## config.mk

```make
export PLATFORM = sky130hd
export DESIGN_NAME = ex_mem_wb_flat
export DESIGN_NICKNAME = d
export VERILOG_FILES = /design/src/rtl/ex_mem_wb_if.sv /design/src/rtl/ex_mem_wb.sv /design/src/flat_wrapper.sv
export SDC_FILE = /design/constraint.sdc
export NUM_CORES = 1
export LEC_CHECK = 0
export BUFFER_PORTS_ARGS = -buffer_cell sky130_fd_sc_hd__buf_2
export CORE_MARGIN = 8
export CORE_UTILIZATION = 40
export DETAILED_ROUTE_END_ITERATION = 8
export HOLD_SLACK_MARGIN = 0.1
export PLACE_DENSITY = 0.69
export SLEW_MARGIN = 20
export SYNTH_ARGS = -nofsm -noshare
export SYNTH_HDL_FRONTEND = slang
export SYNTH_SLANG_ARGS = --single-unit
export TNS_END_PERCENT = 100
```

## constraint.sdc

```tcl
create_clock -name clk -period 3.98 [get_ports clk]
set_clock_uncertainty 0.1 [all_clocks]
set_input_delay 0 -clock clk [delete_from_list [all_inputs] [get_ports clk]]
set_output_delay 0 -clock clk [all_outputs]
set_load 0.005 [all_outputs]
```

## src/rtl/ex_mem_wb_if.sv

```systemverilog
// Data-memory request/response bus between the EX/MEM stage and the memory system.
// One request is outstanding at a time; mem_ready completes it on the active edge.
interface ex_mem_wb_if;
  logic        mem_req;
  logic        mem_we;
  logic [15:0] mem_addr;
  logic [15:0] mem_wdata;
  logic        mem_ready;
  logic [15:0] mem_rdata;

  modport master (output mem_req, mem_we, mem_addr, mem_wdata, input mem_ready, mem_rdata);
  modport slave  (input mem_req, mem_we, mem_addr, mem_wdata, output mem_ready, mem_rdata);
endinterface

```

## src/rtl/ex_mem_wb.sv

```systemverilog
// Back half of the pipeline: EX/MEM register, single-outstanding data-memory handshake,
// MEM/WB register driving the register-file write ports, and branch-flush generation.
module ex_mem_wb (
  input  logic        clk,
  input  logic        reset,
  input  logic        ex_valid,
  input  logic [3:0]  CAluop,
  input  logic [3:0]  op1pass,
  input  logic [1:0]  CregWrite,
  input  logic [1:0]  CmemWrite,
  input  logic        CmemToReg,
  input  logic        Cbranch,
  input  logic [15:0] alu_result,
  input  logic [15:0] alu_r0,
  input  logic        alu_zero,
  input  logic [15:0] store_data,
  input  logic [15:0] branchcorrectly,
  output logic [15:0] FutureAluresult,
  output logic [3:0]  Fwriteback,
  output logic        Fwb_en,
  output logic [15:0] Finresults,
  output logic        r0_we,
  output logic [15:0] r0_wdata,
  output logic        branched,
  output logic [15:0] branch_target,
  output logic        stall,
  ex_mem_wb_if.master mem
);

  typedef enum logic {IDLE = 1'b0, REQ = 1'b1} mstate_t;
  mstate_t state, state_nx;

  logic        m_valid, m_memtoreg;
  logic [1:0]  m_regwrite, m_memwrite;
  logic [3:0]  m_dst;
  logic [15:0] m_result, m_r0, m_wdata;

  logic ex_live, ex_mem, capture, take;
  logic m_store_op, m_mem_op, mem_done, wb_fire;
  logic unused;

  assign unused = ^CAluop;

  // The bundle seen while the flush pulse is up is the wrong-path instruction.
  assign ex_live = ex_valid & ~branched;
  assign ex_mem  = ex_live & ~Cbranch &
                   (CmemToReg | (CmemWrite == 2'b01) | (CmemWrite == 2'b10));
  assign capture = ~stall;
  assign take    = capture & ex_live & Cbranch & alu_zero;

  assign m_store_op = (m_memwrite == 2'b01) | (m_memwrite == 2'b10);
  assign m_mem_op   = m_valid & (m_store_op | m_memtoreg);
  assign mem_done   = ~m_mem_op | ((state == REQ) & mem.mem_ready);
  assign wb_fire    = m_valid & (|m_regwrite) & mem_done;

  // EX/MEM register; branches are captured as non-writing bubbles.
  always_ff @(negedge clk or negedge reset) begin
    if (!reset) begin
      m_valid    <= 1'b0;
      m_memtoreg <= 1'b0;
      m_regwrite <= 2'b00;
      m_memwrite <= 2'b00;
      m_dst      <= 4'h0;
      m_result   <= 16'h0;
      m_r0       <= 16'h0;
      m_wdata    <= 16'h0;
    end else if (capture) begin
      m_valid    <= ex_live & ~Cbranch;
      m_memtoreg <= CmemToReg;
      m_regwrite <= CregWrite;
      m_memwrite <= CmemWrite;
      m_dst      <= op1pass;
      m_result   <= alu_result;
      m_r0       <= alu_r0;
      m_wdata    <= (CmemWrite == 2'b10) ? {8'h00, store_data[7:0]} : store_data;
    end
  end

  always_ff @(negedge clk or negedge reset) begin
    if (!reset) begin
      branched      <= 1'b0;
      branch_target <= 16'h0;
    end else begin
      branched <= take;
      if (take) branch_target <= branchcorrectly;
    end
  end

  always_ff @(negedge clk or negedge reset) begin
    if (!reset) state <= IDLE;
    else        state <= state_nx;
  end

  // A new memory op captured on the completion edge keeps the request up.
  always_comb begin
    state_nx = state;
    case (state)
      IDLE:    if (ex_mem) state_nx = REQ;
      REQ:     if (mem.mem_ready) state_nx = ex_mem ? REQ : IDLE;
      default: state_nx = IDLE;
    endcase
  end

  always_comb begin
    mem.mem_req = (state == REQ);
    mem.mem_we  = (state == REQ) & m_store_op;
  end

  assign mem.mem_addr    = m_result;
  assign mem.mem_wdata   = m_wdata;
  assign stall           = mem.mem_req & ~mem.mem_ready;
  assign FutureAluresult = m_result;

  // MEM/WB register; data fields only move when a writeback fires.
  always_ff @(negedge clk or negedge reset) begin
    if (!reset) begin
      Fwb_en     <= 1'b0;
      r0_we      <= 1'b0;
      Fwriteback <= 4'h0;
      Finresults <= 16'h0;
      r0_wdata   <= 16'h0;
    end else begin
      Fwb_en <= wb_fire;
      r0_we  <= wb_fire & (m_regwrite == 2'b10);
      if (wb_fire) begin
        Fwriteback <= m_dst;
        Finresults <= m_memtoreg ? mem.mem_rdata : m_result;
        r0_wdata   <= m_r0;
      end
    end
  end

endmodule
```

## src/flat_wrapper.sv

```systemverilog
// flat-port wrapper written by rule: the top's interface ports become plain ports
module ex_mem_wb_flat 
  (clk, reset, ex_valid, CAluop, op1pass, CregWrite, CmemWrite, CmemToReg, Cbranch, alu_result, alu_r0, alu_zero, store_data, branchcorrectly, FutureAluresult, Fwriteback, Fwb_en, Finresults, r0_we, r0_wdata, branched, branch_target, stall, mem_mem_req, mem_mem_we, mem_mem_addr, mem_mem_wdata, mem_mem_ready, mem_mem_rdata);
  ex_mem_wb_if mem_i ();
  input  logic clk;
  input  logic reset;
  input  logic ex_valid;
  input  logic [3:0] CAluop;
  input  logic [3:0] op1pass;
  input  logic [1:0] CregWrite;
  input  logic [1:0] CmemWrite;
  input  logic CmemToReg;
  input  logic Cbranch;
  input  logic [15:0] alu_result;
  input  logic [15:0] alu_r0;
  input  logic alu_zero;
  input  logic [15:0] store_data;
  input  logic [15:0] branchcorrectly;
  output logic [15:0] FutureAluresult;
  output logic [3:0] Fwriteback;
  output logic Fwb_en;
  output logic [15:0] Finresults;
  output logic r0_we;
  output logic [15:0] r0_wdata;
  output logic branched;
  output logic [15:0] branch_target;
  output logic stall;
  output wire logic [$bits(mem_i.mem_req)-1:0] mem_mem_req;
  output wire logic [$bits(mem_i.mem_we)-1:0] mem_mem_we;
  output wire logic [$bits(mem_i.mem_addr)-1:0] mem_mem_addr;
  output wire logic [$bits(mem_i.mem_wdata)-1:0] mem_mem_wdata;
  input wire logic [$bits(mem_i.mem_ready)-1:0] mem_mem_ready;
  input wire logic [$bits(mem_i.mem_rdata)-1:0] mem_mem_rdata;
  assign mem_mem_req = mem_i.mem_req;
  assign mem_mem_we = mem_i.mem_we;
  assign mem_mem_addr = mem_i.mem_addr;
  assign mem_mem_wdata = mem_i.mem_wdata;
  assign mem_i.mem_ready = mem_mem_ready;
  assign mem_i.mem_rdata = mem_mem_rdata;
  ex_mem_wb u_core (.clk(clk), .reset(reset), .ex_valid(ex_valid), .CAluop(CAluop), .op1pass(op1pass), .CregWrite(CregWrite), .CmemWrite(CmemWrite), .CmemToReg(CmemToReg), .Cbranch(Cbranch), .alu_result(alu_result), .alu_r0(alu_r0), .alu_zero(alu_zero), .store_data(store_data), .branchcorrectly(branchcorrectly), .FutureAluresult(FutureAluresult), .Fwriteback(Fwriteback), .Fwb_en(Fwb_en), .Finresults(Finresults), .r0_we(r0_we), .r0_wdata(r0_wdata), .branched(branched), .branch_target(branch_target), .stall(stall), .mem(mem_i));
endmodule
```

After elaboration in Yosys (flattened, before gate mapping)
Index checks and enable logic that the tools add are counted.
{ "totals": {"reg_bits": 114, "mem_bits_ro": 0, "latch_bits": 0, "ram_bits": 0, "n_memories": 0, "inputBits": 99} }
{ "classes": {"div_mod_pow": 0, "mux": 5, "n_shift": 0, "n_mul": 0, "eq_ne": 5, "addsub": 0, "n_lt_le_gt_ge": 0, "reduce_logical": 1, "n_bitwise": 24} }
{ "ops": {"columns": ["operator", "count"], "rows": [
  ["$mux 16", 2],
  ["$and 1x1->1", 13],
  ["$eq 2x2->1 const B", 3],
  ["$not 1->1", 6],
  ["$or 1x1->1", 5],
  ["$eq 2x1->1 const B", 2],
  ["$mux 1", 2],
  ["$pmux 1 s2", 1],
  ["$reduce_or 2->1", 1]
]} }

Logic depth before layout (Yosys ltp)
Gate-level depths: netlist (run 1).
{ "logic_depth": {"ltp_word": 8, "ltp_mapped": 6, "ltp_nobuf": 4} }

==> impl_metrics.yaml, run 1 <==
synthesis:
  syn_nets: 388
  yosysWarnings: 0
  synth_cells: 289
  ys_seq_elements: 114
  synthTopCellsByArea: "dfrtn_1 (62%), mux2_2 (26%), buf_4 (3.1%), mux2_4 (2.9%), a22o_1 (1.5%)"
  synthAdderAreaFrac: 0
  syn-cell-area_um2: 4621
  synthXorXnorAreaFrac: 0.003791
  ys_seq_area_frac: 0.6174
  synth-simple-area-share: 0.01354
  synthDistinctLibCells: 24
  synth_top_area_cell: "dfrtn_1"
  synth_top_area_frac: 0.6174
  syn_avg_cell_area_um2: 15.99
  synth_top_family_by_area: "multiplexers"
  yosys-mux-area-fraction: 0.2900
  synth_compound_area_frac: 0.02600
cts:
  cts_buffer_depth: 2
  cts_tree: "yes"
  cts_buffers: 17
  clk_pin_slew_worst_paths_ns: 0.04
  htreeDepth: 4
  clk_latency_ns: 0.38
  cts-root-buf: "clkbuf_16"
  cts.sinks: 114
  cts_hold_buf: 0
  ctsResizeCount: 0
  post_cts_buffers: 0
cells_and_area:
  antennaDiodeCount: 0
  fin_nets: 585
  ff_latch_area_um2: 2853
  num-fill-cells: 973
  syn2layout_area_growth_pct: 37.48
  drive_gt1_frac: 0.7114
  multiInputGateArea_um2: 1548
  fin_util: 0.5587
  mostFrequentLayoutCells: "buf_2 (199), dfrtn_1 (114), mux2_2 (105)"
  fin_area_um2: 6352
  final_common_cell: "buf_2"
worst_setup_path:
  required_ns: 3.88
  reg2reg_to: "u_core.Finresults[3]$_DFFE_NN0P_"
  criticalPathCategory: "reg2out"
  slowest_delay_ns: 0.45
  crit_family: "buffers and inverters"
  reg2reg_from: "u_core.m_memtoreg$_DFFE_NN0N_"
  worstSetupPathDepth: 4
  crit_chain: "nand2b_1 -> inv_4 -> buf_4 -> buf_2"
  crit_path_start_kind: "flip-flop"
  slowest_stage: "dfrtn_1"
  critPathMaxFanout: 22
  crit_arrival_ns: 3.49
  crit_path_end: "stall"
  regToRegSetupSlack_ns: 1.75
  crit_start: "u_core.mem.mem_req$_DFF_NN0_"
  path_buf_inv: 3
  end_kind: "output port"
  rr_worst_depth: 4
routing:
  via_count: 3029
  avgRoutedWirePerCell_um: 17.43
  wl_met2_um: 5492
  via_per_inst: 4.718
  drc_errors: 0
  dr.max_layer_used: "met5"
  dr_wl_met3_um: 1114
  m1WireLength_um: 4370
  drt-initial-drc-count: 130
  finalWirelength_um: 11190
  ant_nets: 0
  dr.pass1.iters: 4
timing:
  hold_slack_ns: 0.3338
  rsz0062_at_grt: "no"
  fin_ws_ns: 0.3895
  setup-violations-final: 0
  maxSlewViolCount: 0
  tightest_slew_ns: 0.8108
  tns_ns: 0
  maxSlewHeadroom: 0.4595
  finalHoldViolations: 0
power:
  power_leakage_nw: 3.106
  power_density_nw_per_um2: 634.5
  vdd_drop_max_mv: 0.5068
placed_design:
  hpwl_um: 8442
  gp_congestion: 0.7762
  placed_area_um2: 5703
  post-place-ws_ns: 0.4719
  io_buffer_count: 200
floorplan:
  start_util: 0.4064
  die_h_um: 123.5
  core_area_um2: 11370
  fp.dieW_um: 123.5
  placementRows: 39
  pin_count: 205
  dieArea_um2: 15250
global_route:
  grt_pass1_vias: 3318
  antenna_found_initial: 1
  grt_pass1_wl_um: 17170
  grt_max_degree: 46
  gr-total-overflow: 0
  grtUsageTotal: 0.1479
job:
  maxCapViolations: 0
min_path:
  hp-class: "reg2reg"
  hold_depth: 2
run_status:
  status: "finished clean"
==> synth_stat cells <==
cell / instances
dfrtn_1: 114
mux2_2: 105
buf_4: 19
mux2_4: 9
a22o_1: 8
buf_2: 6
nand2_1: 4
buf_6: 2
clkbuf_1: 2
mux2_1: 2
nand2b_1: 2
o21ai_0: 2
o31ai_1: 2
xor2_1: 2
a211oi_2: 1
a21boi_1: 1
a21oi_1: 1
and2_1: 1
and3b_1: 1
buf_8: 1
inv_1: 1
inv_4: 1
nor2_1: 1
nor3_4: 1
==> flip-flops by register name, indices dropped and copies added (netlist names), 4 cells and up <==
| name | cells |
|---|---|
| u_core.Finresults | 16 |
| u_core.FutureAluresult | 16 |
| u_core.branch_target | 16 |
| u_core.m_r0 | 16 |
| u_core.mem.mem_wdata | 16 |
| u_core.r0_wdata | 16 |
| u_core.Fwriteback | 4 |
| u_core.m_dst | 4 |
==> layout make-up <==
class	count	share of cell area
Clock buffer	24	0.07898
Clock inverter	8	0.02324
Inverter	2	0.001576
Multi-Input combinational cell	143	0.2436
Sequential cell	114	0.4491
Timing Repair Buffer	208	0.1753
Tap cell	143	0.02817
==> metal layers <==
metal | vias up | track usage
met1 | 1470 | 0.1660
met3 | 16 | 0.05525
met5 | - | 0
li1 | 1404 | -
met2 | 137 | 0.2484
met4 | 2 | 0.06245
==> metrics by stage <==
stage               power, W  cells
floorplan           0.001999    289
global placement    0.002405    610
detailed placement  0.002440    610
CTS                 0.004100    642
global route        0.004234    642
finish              0.004031    642
==> cell families after synthesis <==
family	count (synthesis)
compound gates	15
xor+xnor	2
buf+inv	32
flops	114
mux	116
simple gates	10
==> worst min-delay path by stage <==
stage / from / endpoint / slack, ns
6_report: u_core.m_valid$_DFFE_NN0N_ / u_core.m_valid$_DFFE_NN0N_ / 0.33
5_1_grt: u_core.mem.mem_wdata[13]$_DFFE_NN0N_ / u_core.mem.mem_wdata[13]$_DFFE_NN0N_ / 0.36
4_1_cts: u_core.Finresults[6]$_DFFE_NN0P_ / u_core.Finresults[6]$_DFFE_NN0P_ / 0.34
3_5_place_dp: u_core.Finresults[6]$_DFFE_NN0P_ / u_core.Finresults[6]$_DFFE_NN0P_ / 0.34
3_3_place_gp: u_core.Finresults[6]$_DFFE_NN0P_ / u_core.Finresults[6]$_DFFE_NN0P_ / 0.33
2_1_floorplan: u_core.m_valid$_DFFE_NN0N_ / u_core.m_valid$_DFFE_NN0N_ / 0.30
==> power breakdown <==
| part | switching [W] | leakage (nW) | internal [W] |
|---|---|---|---|
| registers | 0.000156 | 1.36 | 0.00147 |
| clock network | 0.000503 | 0.309 | 0.00113 |
| logic | 0.000306 | 1.44 | 0.000469 |
==> tightest hold or removal path: stages, from the launching register on <==
cell and delay [ns]:
dfrtn_1 0.40, nand2_1 0.05, o31ai_1 0.06
Power figures use the tool's default switching activity.
==> inputs of run 2 (changes only) <==
- PLACE_DENSITY: 0.69 -> not set
- PLACE_DENSITY_LB_ADDON: not set -> 0.08
==> impl_metrics.yaml, run 2 (synthesis results as in run 1) <==
run_status:
  status: "finished clean"
routing:
  drt-initial-drc-count: 71
  ant_nets: 0
  finalWirelength_um: 11020
  via_per_inst: 4.686
  dr.pass1.iters: 4
  via_count: 2999
  drc_errors: 0
  avgRoutedWirePerCell_um: 17.21
floorplan:
  pin_count: 205
  dieArea_um2: 15250
  fp.dieW_um: 123.5
  start_util: 0.4064
  die_h_um: 123.5
  core_area_um2: 11370
  placementRows: 39
global_route:
  antenna_found_initial: 0
  grt_pass1_wl_um: 17460
  grtUsageTotal: 0.1503
  grt_max_degree: 56
  gr-total-overflow: 0
  grt_pass1_vias: 3346
min_path:
  hold_depth: 2
  hp-class: "reg2reg"
timing:
  setup-violations-final: 0
  rsz0062_at_grt: "no"
  maxSlewHeadroom: 0.4542
  tns_ns: 0
  tightest_slew_ns: 0.8187
  maxSlewViolCount: 0
  finalHoldViolations: 0
  hold_slack_ns: 0.3246
placed_design:
  io_buffer_count: 200
  hpwl_um: 8106
  placed_area_um2: 5665
  gp_congestion: 0.7428
cts:
  cts_tree: "yes"
  cts_hold_buf: 0
  clk_pin_slew_worst_paths_ns: 0.04
  cts_buffers: 17
  ctsResizeCount: 0
  cts_buffer_depth: 2
  cts-root-buf: "clkbuf_16"
  cts.sinks: 114
  post_cts_buffers: 0
  clk_latency_ns: 0.38
  htreeDepth: 4
worst_setup_path:
  rr_worst_depth: 4
  crit_arrival_ns: 3.39
  criticalPathCategory: "reg2out"
  required_ns: 3.88
  end_kind: "output port"
  critPathMaxFanout: 2
  crit_path_start_kind: "flip-flop"
cells_and_area:
  mostFrequentLayoutCells: "buf_2 (199), dfrtn_1 (114), mux2_2 (105)"
  num-fill-cells: 991
  final_common_cell: "buf_2"
  syn2layout_area_growth_pct: 34.85
  antennaDiodeCount: 0
  drive_gt1_frac: 0.7103
  fin_util: 0.5480
  fin_area_um2: 6231
  fin_nets: 585
power:
  power_leakage_nw: 3.071
  vdd_drop_max_mv: 0.3025
  power_density_nw_per_um2: 610.8
job:
  maxCapViolations: 0
[run 2: metrics by stage]
| stage | setup WS (ns) | total power, W | cells |
|---|---|---|---|
| floorplan | 0.6401 | 0.001999 | 289 |
| global placement | 0.4514 | 0.002405 | 610 |
| detailed placement | 0.4209 | 0.002422 | 610 |
| CTS | 0.4703 | 0.003880 | 640 |
| global route | 0.4257 | 0.004013 | 640 |
| finish | 0.4910 | 0.003806 | 640 |
[run 2: final timing paths]
path	from	endpoint	slack, ns
max	u_core.m_memwrite[0]$_DFFE_NN0N_	mem_mem_we	0.49
min	u_core.m_valid$_DFFE_NN0N_	u_core.m_valid$_DFFE_NN0N_	0.32
max reg2reg	u_core.m_memtoreg$_DFFE_NN0N_	u_core.Finresults[5]$_DFFE_NN0P_	1.80
min reg2reg	u_core.m_valid$_DFFE_NN0N_	u_core.m_valid$_DFFE_NN0N_	0.32
max in group asynchronous	reset	u_core.mem.mem_wdata[13]$_DFFE_NN0N_	1.60
min in group asynchronous	reset	u_core.Finresults[11]$_DFFE_NN0P_	1.44
[run 2: layout make-up]
type | instances | area, um^2 | area share
clock buffers | 25 | 515.5 | 0.08273
clock inverters | 5 | 50.05 | 0.008032
inverters | 2 | 10.01 | 0.001606
multi-input cells | 143 | 1548 | 0.2484
flip-flops and latches | 114 | 2853 | 0.4578
well taps | 143 | 178.9 | 0.02871
repair buffers | 208 | 1076 | 0.1727
[run 2: critical path, stage by stage (launching register included)]
cell	delay (ns)
dfrtn_1	0.42
xor2_1	0.30
and2_1	0.17
buf_2	0.12
[run 2: power by group]
part,switching (W),internal [W]
registers,0.000143,0.00147
logic,0.000305,0.000465
clock network,0.000482,0.000945
[run 2: layer usage]
layer,GRT usage,part of all wire,vias to the layer above
met3,0.05708,0.10,16
met2,0.2470,0.49,123
met1,0.1705,0.39,1460
met4,0.06998,0.017,0
li1,-,-,1400
met5,0,0,-
==> inputs of run 3 (changes only) <==
- CORE_ASPECT_RATIO: not set -> 1.2
- CORE_UTILIZATION: 40 -> 34
==> impl_metrics.yaml, run 3 (synthesis results as in run 1) <==
run_status:
  status: "finished clean"
power:
  power_density_nw_per_um2: 604.1
  vdd_drop_max_mv: 0.2633
  power_leakage_nw: 3.057
  power.total_w: 0.003788
routing:
  dr.pass1.iters: 4
  drc_errors: 0
  ant_nets: 0
  drt-initial-drc-count: 80
  via_per_inst: 4.525
  finalWirelength_um: 11290
  avgRoutedWirePerCell_um: 16.93
  via_count: 3018
floorplan:
  placementRows: 46
  pin_count: 205
  fp.dieW_um: 122.4
  die_h_um: 143.7
  core_area_um2: 13240
  dieArea_um2: 17590
  start_util: 0.3491
global_route:
  antenna_found_initial: 2
  grtUsageTotal: 0.1327
  grt_pass1_vias: 3430
  grt_pass1_wl_um: 17830
  gr-total-overflow: 0
  grt_max_degree: 44
min_path:
  hp-class: "reg2reg"
  holdCritStartpoint: "u_core.m_valid$_DFFE_NN0N_"
worst_setup_path:
  crit_path_start_kind: "flip-flop"
  end_kind: "output port"
  reg2reg_from: "u_core.m_memtoreg$_DFFE_NN0N_"
  crit_start: "u_core.mem.mem_req$_DFF_NN0_"
  criticalPathCategory: "reg2out"
  crit_arrival_ns: 3.47
  critPathMaxFanout: 21
  required_ns: 3.88
cts:
  cts_tree: "yes"
  cts_buffer_depth: 2
  cts.sinks: 114
  cts_hold_buf: 0
  clk_latency_ns: 0.38
  ctsResizeCount: 0
  clk_pin_slew_worst_paths_ns: 0.04
  htreeDepth: 4
  cts_buffers: 17
  cts-root-buf: "clkbuf_16"
  post_cts_buffers: 0
cells_and_area:
  final_common_cell: "buf_2"
  fin_area_um2: 6271
  syn2layout_area_growth_pct: 35.72
  fin_util: 0.4737
  antennaDiodeCount: 0
  mostFrequentLayoutCells: "buf_2 (199), dfrtn_1 (114), mux2_2 (105)"
  drive_gt1_frac: 0.7154
  fin_nets: 585
  num-fill-cells: 1246
placed_design:
  hpwl_um: 8402
  gp_congestion: 0.6783
  placed_area_um2: 5709
  io_buffer_count: 200
timing:
  rsz0062_at_grt: "no"
  maxSlewHeadroom: 0.4763
  finalHoldViolations: 0
  setup-violations-final: 0
  hold_slack_ns: 0.3205
  tns_ns: 0
  tightest_slew_ns: 0.7855
  maxSlewViolCount: 0
job:
  maxCapViolations: 0
[run 3: cell types whose count changed in the layout (fill, tap and decap cells not counted), moves of 2 or more]
cell | previous run | this run
clkbuf_1 | 2 | 0
inv_6 | 0 | 3
clkinvlp_4 | 0 | 4
clkinv_4 | 0 | 4
clkbuf_8 | 6 | 0
[run 3: path summary, 6_finish.rpt]
check | slack, ns | cells past startpoint | end
min in group asynchronous | 1.40 | 1 | u_core.mem.mem_wdata[3]$_DFFE_NN0N_
worst max register to register | 1.81 | 4 | u_core.r0_wdata[0]$_DFFE_NN0P_
worst max-delay path | 0.41 | 4 | stall
worst min-delay path | 0.32 | 2 | u_core.m_valid$_DFFE_NN0N_
worst min register to register | 0.32 | 2 | u_core.m_valid$_DFFE_NN0N_
max in group asynchronous | 1.71 | 2 | u_core.mem.mem_wdata[1]$_DFFE_NN0N_
[run 3: metal layers]
metal	up-vias	track usage	wire (um)
li1	1401	-	-
met1	1485	0.1441	4324
met2	119	0.2170	5646
met3	9	0.06910	1183
met4	4	0.04627	108
met5	-	0	26
[run 3: critical path: stages (launching register included)]
cell and delay, ns:
dfrtn_1 0.46, nand2b_1 0.13, inv_4 0.09, buf_4 0.25
buf_2 0.16
[run 3: per-stage QoR]
stage          cells  setup WS, ns
6_report         667        0.4145
5_1_grt          667        0.3032
4_1_cts          667        0.3784
3_5_place_dp     635        0.5159
3_3_place_gp     635        0.5405
2_1_floorplan    289        0.6401
[run 3: layout make-up]
class	instances	area [um^2]	area share
Tap cell	168	210.2	0.03352
Clock buffer	17	425.4	0.06784
Sequential cell	114	2853	0.4549
Inverter	2	10.01	0.001596
Clock inverter	15	136.4	0.02175
Multi-Input combinational cell	143	1548	0.2468
Timing Repair Buffer	208	1089	0.1736
[run 3: where the power goes]
| group | total (W) | leakage (nW) | switching [W] | internal, W |
|---|---|---|---|---|
| registers | 0.00161 | 1.36 | 0.000144 | 0.00147 |
| logic | 0.000771 | 1.43 | 0.000305 | 0.000466 |
| clock network | 0.00141 | 0.266 | 0.000545 | 0.000862 |
| total | 0.00379 | 3.06 | 0.000994 | 0.00279 |
